File: src/rtl/mem_req_pkg.sv
`default_nettype none
// +----------------------------------------------------------------------+
// | mem_req_pkg : shared types and defaults for the memory request port   |
// | Revision    : 1.0                                                     |
// +----------------------------------------------------------------------+
package mem_req_pkg;

  localparam int DEF_DATA_WIDTH = 16;
  localparam int DEF_ADDR_WIDTH = 14;

  typedef enum logic [1:0] {
    IDLE    = 2'd0,
    ISSUE   = 2'd1,
    RESP    = 2'd2,
    RELEASE = 2'd3
  } state_e;

  typedef struct packed {
    logic                      write;
    logic [DEF_ADDR_WIDTH-1:0] addr;
    logic [DEF_DATA_WIDTH-1:0] wdata;
  } req_t;

  function automatic int entry_width(input int aw, input int dw);
    return 1 + aw + dw;
  endfunction

endpackage
`default_nettype wire

File: src/rtl/mem_req_fifo.sv
`default_nettype none
// +----------------------------------------------------------------------+
// | mem_req_fifo : synchronous FIFO, power-of-two depth, async reset      |
// | Revision     : 1.0                                                    |
// +----------------------------------------------------------------------+
module mem_req_fifo #(
  parameter int WIDTH = 31,
  parameter int DEPTH = 4
) (
  input  logic                   clk,
  input  logic                   reset,
  input  logic                   push_i,
  input  logic [WIDTH-1:0]       wdata_i,
  input  logic                   pop_i,
  output logic [WIDTH-1:0]       rdata_o,
  output logic                   full_o,
  output logic                   empty_o,
  output logic [$clog2(DEPTH):0] count_o
);

  localparam int             PW         = $clog2(DEPTH);
  localparam logic [PW:0]    FULL_COUNT = (PW+1)'(DEPTH);

  logic [WIDTH-1:0] mem_q [DEPTH];
  logic [PW-1:0]    wr_ptr_q, rd_ptr_q;
  logic [PW:0]      count_q, count_d;
  logic             do_push, do_pop;

  assign full_o  = (count_q == FULL_COUNT);
  assign empty_o = (count_q == '0);
  assign do_push = push_i && !full_o;
  assign do_pop  = pop_i && !empty_o;
  assign rdata_o = mem_q[rd_ptr_q];
  assign count_o = count_q;

  always_comb begin
    count_d = count_q;
    if (do_push && !do_pop) begin
      count_d = count_q + 1'b1;
    end else if (do_pop && !do_push) begin
      count_d = count_q - 1'b1;
    end
  end

  // Pointers wrap by natural overflow since DEPTH is a power of two.
  always_ff @(posedge clk or posedge reset) begin
    if (reset) begin
      wr_ptr_q <= '0;
      rd_ptr_q <= '0;
      count_q  <= '0;
    end else begin
      if (do_push) wr_ptr_q <= wr_ptr_q + 1'b1;
      if (do_pop)  rd_ptr_q <= rd_ptr_q + 1'b1;
      count_q <= count_d;
    end
  end

  always_ff @(posedge clk) begin
    if (do_push) mem_q[wr_ptr_q] <= wdata_i;
  end

endmodule
`default_nettype wire

File: src/rtl/mem_req_port.sv
`default_nettype none
// +----------------------------------------------------------------------+
// | mem_req_port : per-core buffered request port to shared memory.       |
// |   Optional: MEM_REQ_TIMEOUT_EN enables the processor_resp timeout.    |
// | Revision     : 1.0                                                    |
// +----------------------------------------------------------------------+
module mem_req_port
  import mem_req_pkg::*;
#(
  parameter int DATA_WIDTH     = DEF_DATA_WIDTH,
  parameter int ADDR_WIDTH     = DEF_ADDR_WIDTH,
  parameter int FIFO_DEPTH     = 4,
  parameter int TIMEOUT_CYCLES = 64
) (
  input  logic                        clk,
  input  logic                        reset,
  input  logic                        cpu_req_valid,
  output logic                        cpu_req_ready,
  input  logic                        cpu_req_write,
  input  logic [ADDR_WIDTH-1:0]       cpu_req_addr,
  input  logic [DATA_WIDTH-1:0]       cpu_req_wdata,
  output logic                        cpu_rsp_valid,
  input  logic                        cpu_rsp_ready,
  output logic [DATA_WIDTH-1:0]       cpu_rsp_rdata,
  output logic                        cpu_rsp_err,
  output logic                        processor_req,
  output logic                        mem_read_req,
  output logic                        mem_write_req,
  output logic [ADDR_WIDTH-1:0]       addr,
  output logic [DATA_WIDTH-1:0]       mem_write_data,
  input  logic [DATA_WIDTH-1:0]       mem_read_data,
  input  logic                        processor_resp,
  output logic [$clog2(FIFO_DEPTH):0] fifo_count
);

  localparam int EW = entry_width(ADDR_WIDTH, DATA_WIDTH);

  typedef struct packed {
    logic                  write;
    logic [ADDR_WIDTH-1:0] addr;
    logic [DATA_WIDTH-1:0] wdata;
  } entry_t;

  entry_t                push_entry, head_entry;
  logic                  fifo_full, fifo_empty, pop;
  state_e                state_q;
  logic                  processor_req_q, mem_read_req_q, mem_write_req_q;
  logic                  rsp_valid_q;
  logic [ADDR_WIDTH-1:0] addr_q;
  logic [DATA_WIDTH-1:0] wdata_q, rdata_q;

  assign push_entry = {cpu_req_write, cpu_req_addr, cpu_req_wdata};
  assign pop        = (state_q == IDLE) && !fifo_empty;

  assign cpu_req_ready  = !fifo_full;
  assign cpu_rsp_valid  = rsp_valid_q;
  assign cpu_rsp_rdata  = rdata_q;
  assign processor_req  = processor_req_q;
  assign mem_read_req   = mem_read_req_q;
  assign mem_write_req  = mem_write_req_q;
  assign addr           = addr_q;
  assign mem_write_data = wdata_q;

  mem_req_fifo #(
    .WIDTH (EW),
    .DEPTH (FIFO_DEPTH)
  ) u_fifo (
    .clk     (clk),
    .reset   (reset),
    .push_i  (cpu_req_valid),
    .wdata_i (push_entry),
    .pop_i   (pop),
    .rdata_o (head_entry),
    .full_o  (fifo_full),
    .empty_o (fifo_empty),
    .count_o (fifo_count)
  );

`ifdef MEM_REQ_TIMEOUT_EN
  localparam int          TW       = $clog2(TIMEOUT_CYCLES + 1);
  localparam logic [TW-1:0] TMO_LAST = TW'(TIMEOUT_CYCLES - 1);
  logic [TW-1:0] tmo_q;
  logic          rsp_err_q;
  assign cpu_rsp_err = rsp_err_q;
`else
  logic unused_timeout;
  assign unused_timeout = (TIMEOUT_CYCLES > 0);
  assign cpu_rsp_err    = 1'b0;
`endif

  // The registered mem_write_req_q doubles as the load/store flag of the held request.
  always_ff @(posedge clk or posedge reset) begin
    if (reset) begin
      state_q         <= IDLE;
      processor_req_q <= 1'b0;
      mem_read_req_q  <= 1'b0;
      mem_write_req_q <= 1'b0;
      addr_q          <= '0;
      wdata_q         <= '0;
      rsp_valid_q     <= 1'b0;
      rdata_q         <= '0;
`ifdef MEM_REQ_TIMEOUT_EN
      tmo_q           <= '0;
      rsp_err_q       <= 1'b0;
`endif
    end else begin
      case (state_q)
        IDLE: begin
          if (!fifo_empty) begin
            processor_req_q <= 1'b1;
            mem_read_req_q  <= !head_entry.write;
            mem_write_req_q <= head_entry.write;
            addr_q          <= head_entry.addr;
            wdata_q         <= head_entry.wdata;
            state_q         <= ISSUE;
`ifdef MEM_REQ_TIMEOUT_EN
            tmo_q           <= '0;
`endif
          end
        end
        ISSUE: begin
          if (processor_resp) begin
            processor_req_q <= 1'b0;
            mem_read_req_q  <= 1'b0;
            mem_write_req_q <= 1'b0;
            rdata_q         <= mem_write_req_q ? '0 : mem_read_data;
            rsp_valid_q     <= 1'b1;
            state_q         <= RESP;
`ifdef MEM_REQ_TIMEOUT_EN
            rsp_err_q       <= 1'b0;
          end else if (tmo_q == TMO_LAST) begin
            processor_req_q <= 1'b0;
            mem_read_req_q  <= 1'b0;
            mem_write_req_q <= 1'b0;
            rdata_q         <= '0;
            rsp_valid_q     <= 1'b1;
            rsp_err_q       <= 1'b1;
            state_q         <= RESP;
          end else begin
            tmo_q <= tmo_q + 1'b1;
`endif
          end
        end
        RESP: begin
          if (cpu_rsp_ready) begin
            rsp_valid_q <= 1'b0;
            state_q     <= RELEASE;
          end
        end
        RELEASE: state_q <= IDLE;
        default: state_q <= IDLE;
      endcase
    end
  end

endmodule
`default_nettype wire

File: config.mk
export PLATFORM = sky130hd
export DESIGN_NAME = mem_req_port
export DESIGN_NICKNAME = d
export VERILOG_FILES = /design/src/rtl/mem_req_pkg.sv /design/src/rtl/mem_req_fifo.sv /design/src/rtl/mem_req_port.sv
export SDC_FILE = /design/constraint.sdc
export NUM_CORES = 1
export LEC_CHECK = 0
export BUFFER_PORTS_ARGS = -buffer_cell sky130_fd_sc_hd__buf_4
export CAP_MARGIN = 40
export CELL_PAD_IN_SITES_DETAIL_PLACEMENT = 2
export CELL_PAD_IN_SITES_GLOBAL_PLACEMENT = 2
export CORE_MARGIN = 2
export CORE_UTILIZATION = 43
export DETAILED_ROUTE_END_ITERATION = 12
export PLACE_DENSITY_LB_ADDON = 0.1
export SETUP_SLACK_MARGIN = 0.4
export SKIP_LAST_GASP = 1
export SYNTH_ARGS = -nofsm -noshare
export SYNTH_HDL_FRONTEND = slang
export SYNTH_HIERARCHICAL = 1
export SYNTH_SLANG_ARGS = --single-unit
File: constraint.sdc
create_clock -name clk -period 3.35 [get_ports clk]
set_input_delay 0.67 -clock clk [delete_from_list [all_inputs] [get_ports clk]]
set_output_delay 0.67 -clock clk [all_outputs]
set_load 0.01 [all_outputs]
==> out/qor.yml <==
global_route:
  grt_pass1_vias: 4297
  gr-total-overflow: 0
  track_usage: 0.1916
  antenna_found_initial: 0
  grt_max_degree: 33
  grt_pass1_wl_um: 25090
die:
  die_y_um: 134.0
  start_util: 0.4396
  fp.dieW_um: 134.0
  fp.coreArea_um2: 16520
  pin_count: 107
  dieArea_um2: 17950
  num_rows: 47
clock_tree:
  cts_setup_buffers: 0
  path_clk_slew_ps: 70
  cts_resized: 0
  numCtsBuffers: 17
  clockRootBuffer: "clkbuf_16"
  insertion_delay_ps: 430
  htree_levels: 4
  cts_sinks: 183
  max-clock-path-buffers: 2
  cts.hold.buffers_added: 0
  cts_tree: "done"
routing:
  drc: 0
  viasPerCell: 5.085
  post_drt_wl_per_cell_um: 22.29
  vias: 3646
  drt_iter0_drc: 230
  first_pass_iters: 4
  wl_um: 15980
  ant_nets: 0
placement:
  port_buffers: 105
  post-place-ws_ps: 1025
  gp_congestion: 0.6790
  hpwl_um: 10770
worst_setup_path:
  crit_path_end: "u_fifo/count_o[1]$_DFFE_PP0P_"
  reg2reg_depth: 8
  critical_path_buf_inv_count: 2
  worst_path_max_delay_cell: "fa_1"
  slowest_delay_ps: 410
  cp_max_fo: 5
  worstSetupPathType: "reg2reg"
  cp_data_arrival_time_ps: 2540
  crit_family: "adder cells"
  reg2reg_from: "state_q[1]$_DFFE_PP0P_"
  cp.required_ps: 3670
  crit_chain: "inv_1 > ha_1 > nor2b_4 > nand2b_1 > ha_1 > inv_1 > fa_1 > mux2_2"
  crit_start: "state_q[1]$_DFFE_PP0P_"
  r2r_end: "u_fifo/count_o[1]$_DFFE_PP0P_"
  cp.depth: 8
  cp-start-kind: "register"
  ff2ff_setup_slack_ps: 1130
  end_kind: "register"
logic_synthesis:
  ys_types: 36
  synth_seq_cells: 183
  avgSynthCellArea_um2: 19.85
  synth_nets: 428
  synth_area_um2: 7264
  ys_warn_count: 6
  synth_seq_area_share: 0.7158
  netlist_instances: 366
timing:
  fin_crit_sh: 0.6618
  fin_crit_ps: 2217
  setup_ws_ps: 1133
  clock.fmax_ghz: 0.4511
  skew_ps: 13.11
  hold_viol: 0
  setup_viol: 0
  grt_setup_unrepaired: "no"
  tightest_slew_ps: 841.6
  final-max-slew-violation-count: 0
  setup_tns_ps: 0
  relSlewSlack: 0.4389
layout:
  drive_gt1_frac: 0.4447
  nNetsFinal: 546
  area_growth_pct: 22.44
  fillers: 1464
  diodes: 0
power:
  leakagePower_nw: 3.477
  powerDensity_nw_per_um2: 952.0
  ir_drop_mv: 0.4323
run_status:
  status: "finished, final reports clean"
flow_run:
  drv_cap: 0
min_path:
  hold_path_class: "in2async"
[worst reg2reg max path, stage by stage (launching register included)]
cell      delay, ps
dfrtp_1         400
inv_1           130
ha_1            300
nor2b_4         200
nand2b_1        100
ha_1            230
inv_1            80
fa_1            410
mux2_2          270
[how the worst min path moves through the flow]
stage	startpoint	endpoint	slack [ps]
floorplan	reset	u_fifo/count_o[0]$_DFFE_PP0P_	470
global placement	cpu_rsp_rdata[7]$_DFFE_PP0P_	cpu_rsp_rdata[7]$_DFFE_PP0P_	470
detailed placement	cpu_rsp_rdata[13]$_DFFE_PP0P_	cpu_rsp_rdata[13]$_DFFE_PP0P_	480
CTS	reset	cpu_rsp_valid$_DFFE_PP0P_	170
global route	reset	cpu_rsp_valid$_DFFE_PP0P_	180
finish	reset	cpu_rsp_valid$_DFFE_PP0P_	180
[cells by family (layout without fill, tap and decap cells)]
logic type,Yosys count,count (layout),synth area share
flops,183,183,0.7158
mux,66,66,0.1669
simple gates,49,49,0.04013
buf+inv,28,159,0.03204
compound gates,23,23,0.01912
fa+ha+maj,10,10,0.01826
xor+xnor,6,6,0.007234
other cells,1,1,0.0005162
[per-layer routing]
metal,GRT usage,share of wire
met2,0.3473,0.55
met1,0.2281,0.40
met4,0.06560,0.013
met3,0.03817,0.034
met5,0,0
[layout make-up]
cell class / instances / area [um2] / share of cell area
flip-flops and latches: 183 / 5202 / 0.5849
multi-input cells: 155 / 1832 / 0.2059
repair buffers: 116 / 955.9 / 0.1075
clock buffers: 19 / 442.9 / 0.04980
well taps: 220 / 275.3 / 0.03095
clock inverters: 13 / 145.1 / 0.01632
inverters: 11 / 41.29 / 0.004642
[state kept, by name (all words and copies together), names as in the netlist]
register         count
u_fifo/mem_q       124
cpu_rsp_rdata       16
mem_write_data      16
addr                14
u_fifo/count_o       3
state_q              2
u_fifo/rd_ptr_q      2
u_fifo/wr_ptr_q      2
cpu_rsp_valid        1
mem_read_req         1
mem_write_req        1
processor_req        1
[cells in the final DEF (no fill, tap or decap), types with 2 or more instances in the layout]
| cell type | instances |
|---|---|
| buf_4 | 110 |
| and2_2 | 4 |
| dfrtp_1 | 57 |
| inv_2 | 2 |
| clkinvlp_4 | 2 |
| bufinv_16 | 2 |
| nand2b_1 | 17 |
| nor2_1 | 3 |
| nand2_1 | 17 |
| mux2_1 | 2 |
| xor2_1 | 2 |
| edfxtp_1 | 124 |
| nor2b_4 | 2 |
| xnor2_1 | 4 |
| mux2_4 | 29 |
| inv_6 | 3 |
| o21ai_0 | 18 |
| ha_1 | 9 |
| clkinv_4 | 4 |
| mux4_2 | 28 |
| buf_16 | 2 |
| buf_12 | 3 |
| mux4_1 | 3 |
| dfrtp_2 | 2 |
| mux2_2 | 4 |
| clkbuf_16 | 17 |
| nor2b_1 | 2 |
| inv_1 | 9 |
[stage by stage]
| stage | cell area, um2 | instances | power [mW] | hold slack [ps] | utilization |
|---|---|---|---|---|---|
| 2_1_floorplan | 7264 | 366 | 5.535 | 473.4 | - |
| 3_3_place_gp | 8177 | 679 | 6.316 | 465.3 | 0.4948 |
| 3_5_place_dp | 8292 | 684 | 6.573 | 483.0 | 0.5018 |
| 4_1_cts | 8880 | 716 | 8.606 | 166.1 | 0.5374 |
| 5_1_grt | 8895 | 717 | 8.942 | 176.4 | 0.5383 |
| 6_report | 8895 | 717 | 8.468 | 177.1 | 0.5383 |
[synthesized netlist by cell type (all sizes together)]
cell / n / area [um2]
o32a: 1 / 10.01
xnor2: 4 / 35.03
a211oi: 1 / 12.51
inv: 11 / 41.29
nand2b: 17 / 106.4
clkbuf: 3 / 11.26
nor3b: 1 / 18.77
nand3b: 1 / 7.510
fa: 1 / 20.02
nor2: 3 / 11.26
buf: 14 / 180.2
nor3: 1 / 5.000
a21oi: 1 / 5.000
mux2: 35 / 503.0
mux4: 31 / 709.4
ha: 9 / 112.6
dfrtp: 59 / 1476
conb: 1 / 3.750
a221oi: 1 / 15.01
o21ai: 18 / 90.09
o22ai: 1 / 6.260
edfxtp: 124 / 3724
nor2b: 5 / 48.80
and2: 4 / 30.03
xor2: 2 / 17.52
nand2: 17 / 63.81
[where the power goes]
part	switching, mW	internal, mW	leakage, nW
clock	0.850	1.13	0.282
combinational	1.23	1.65	1.35
sequential	0.499	3.12	1.85
Note: power is estimated with default switching activity, not from simulation.
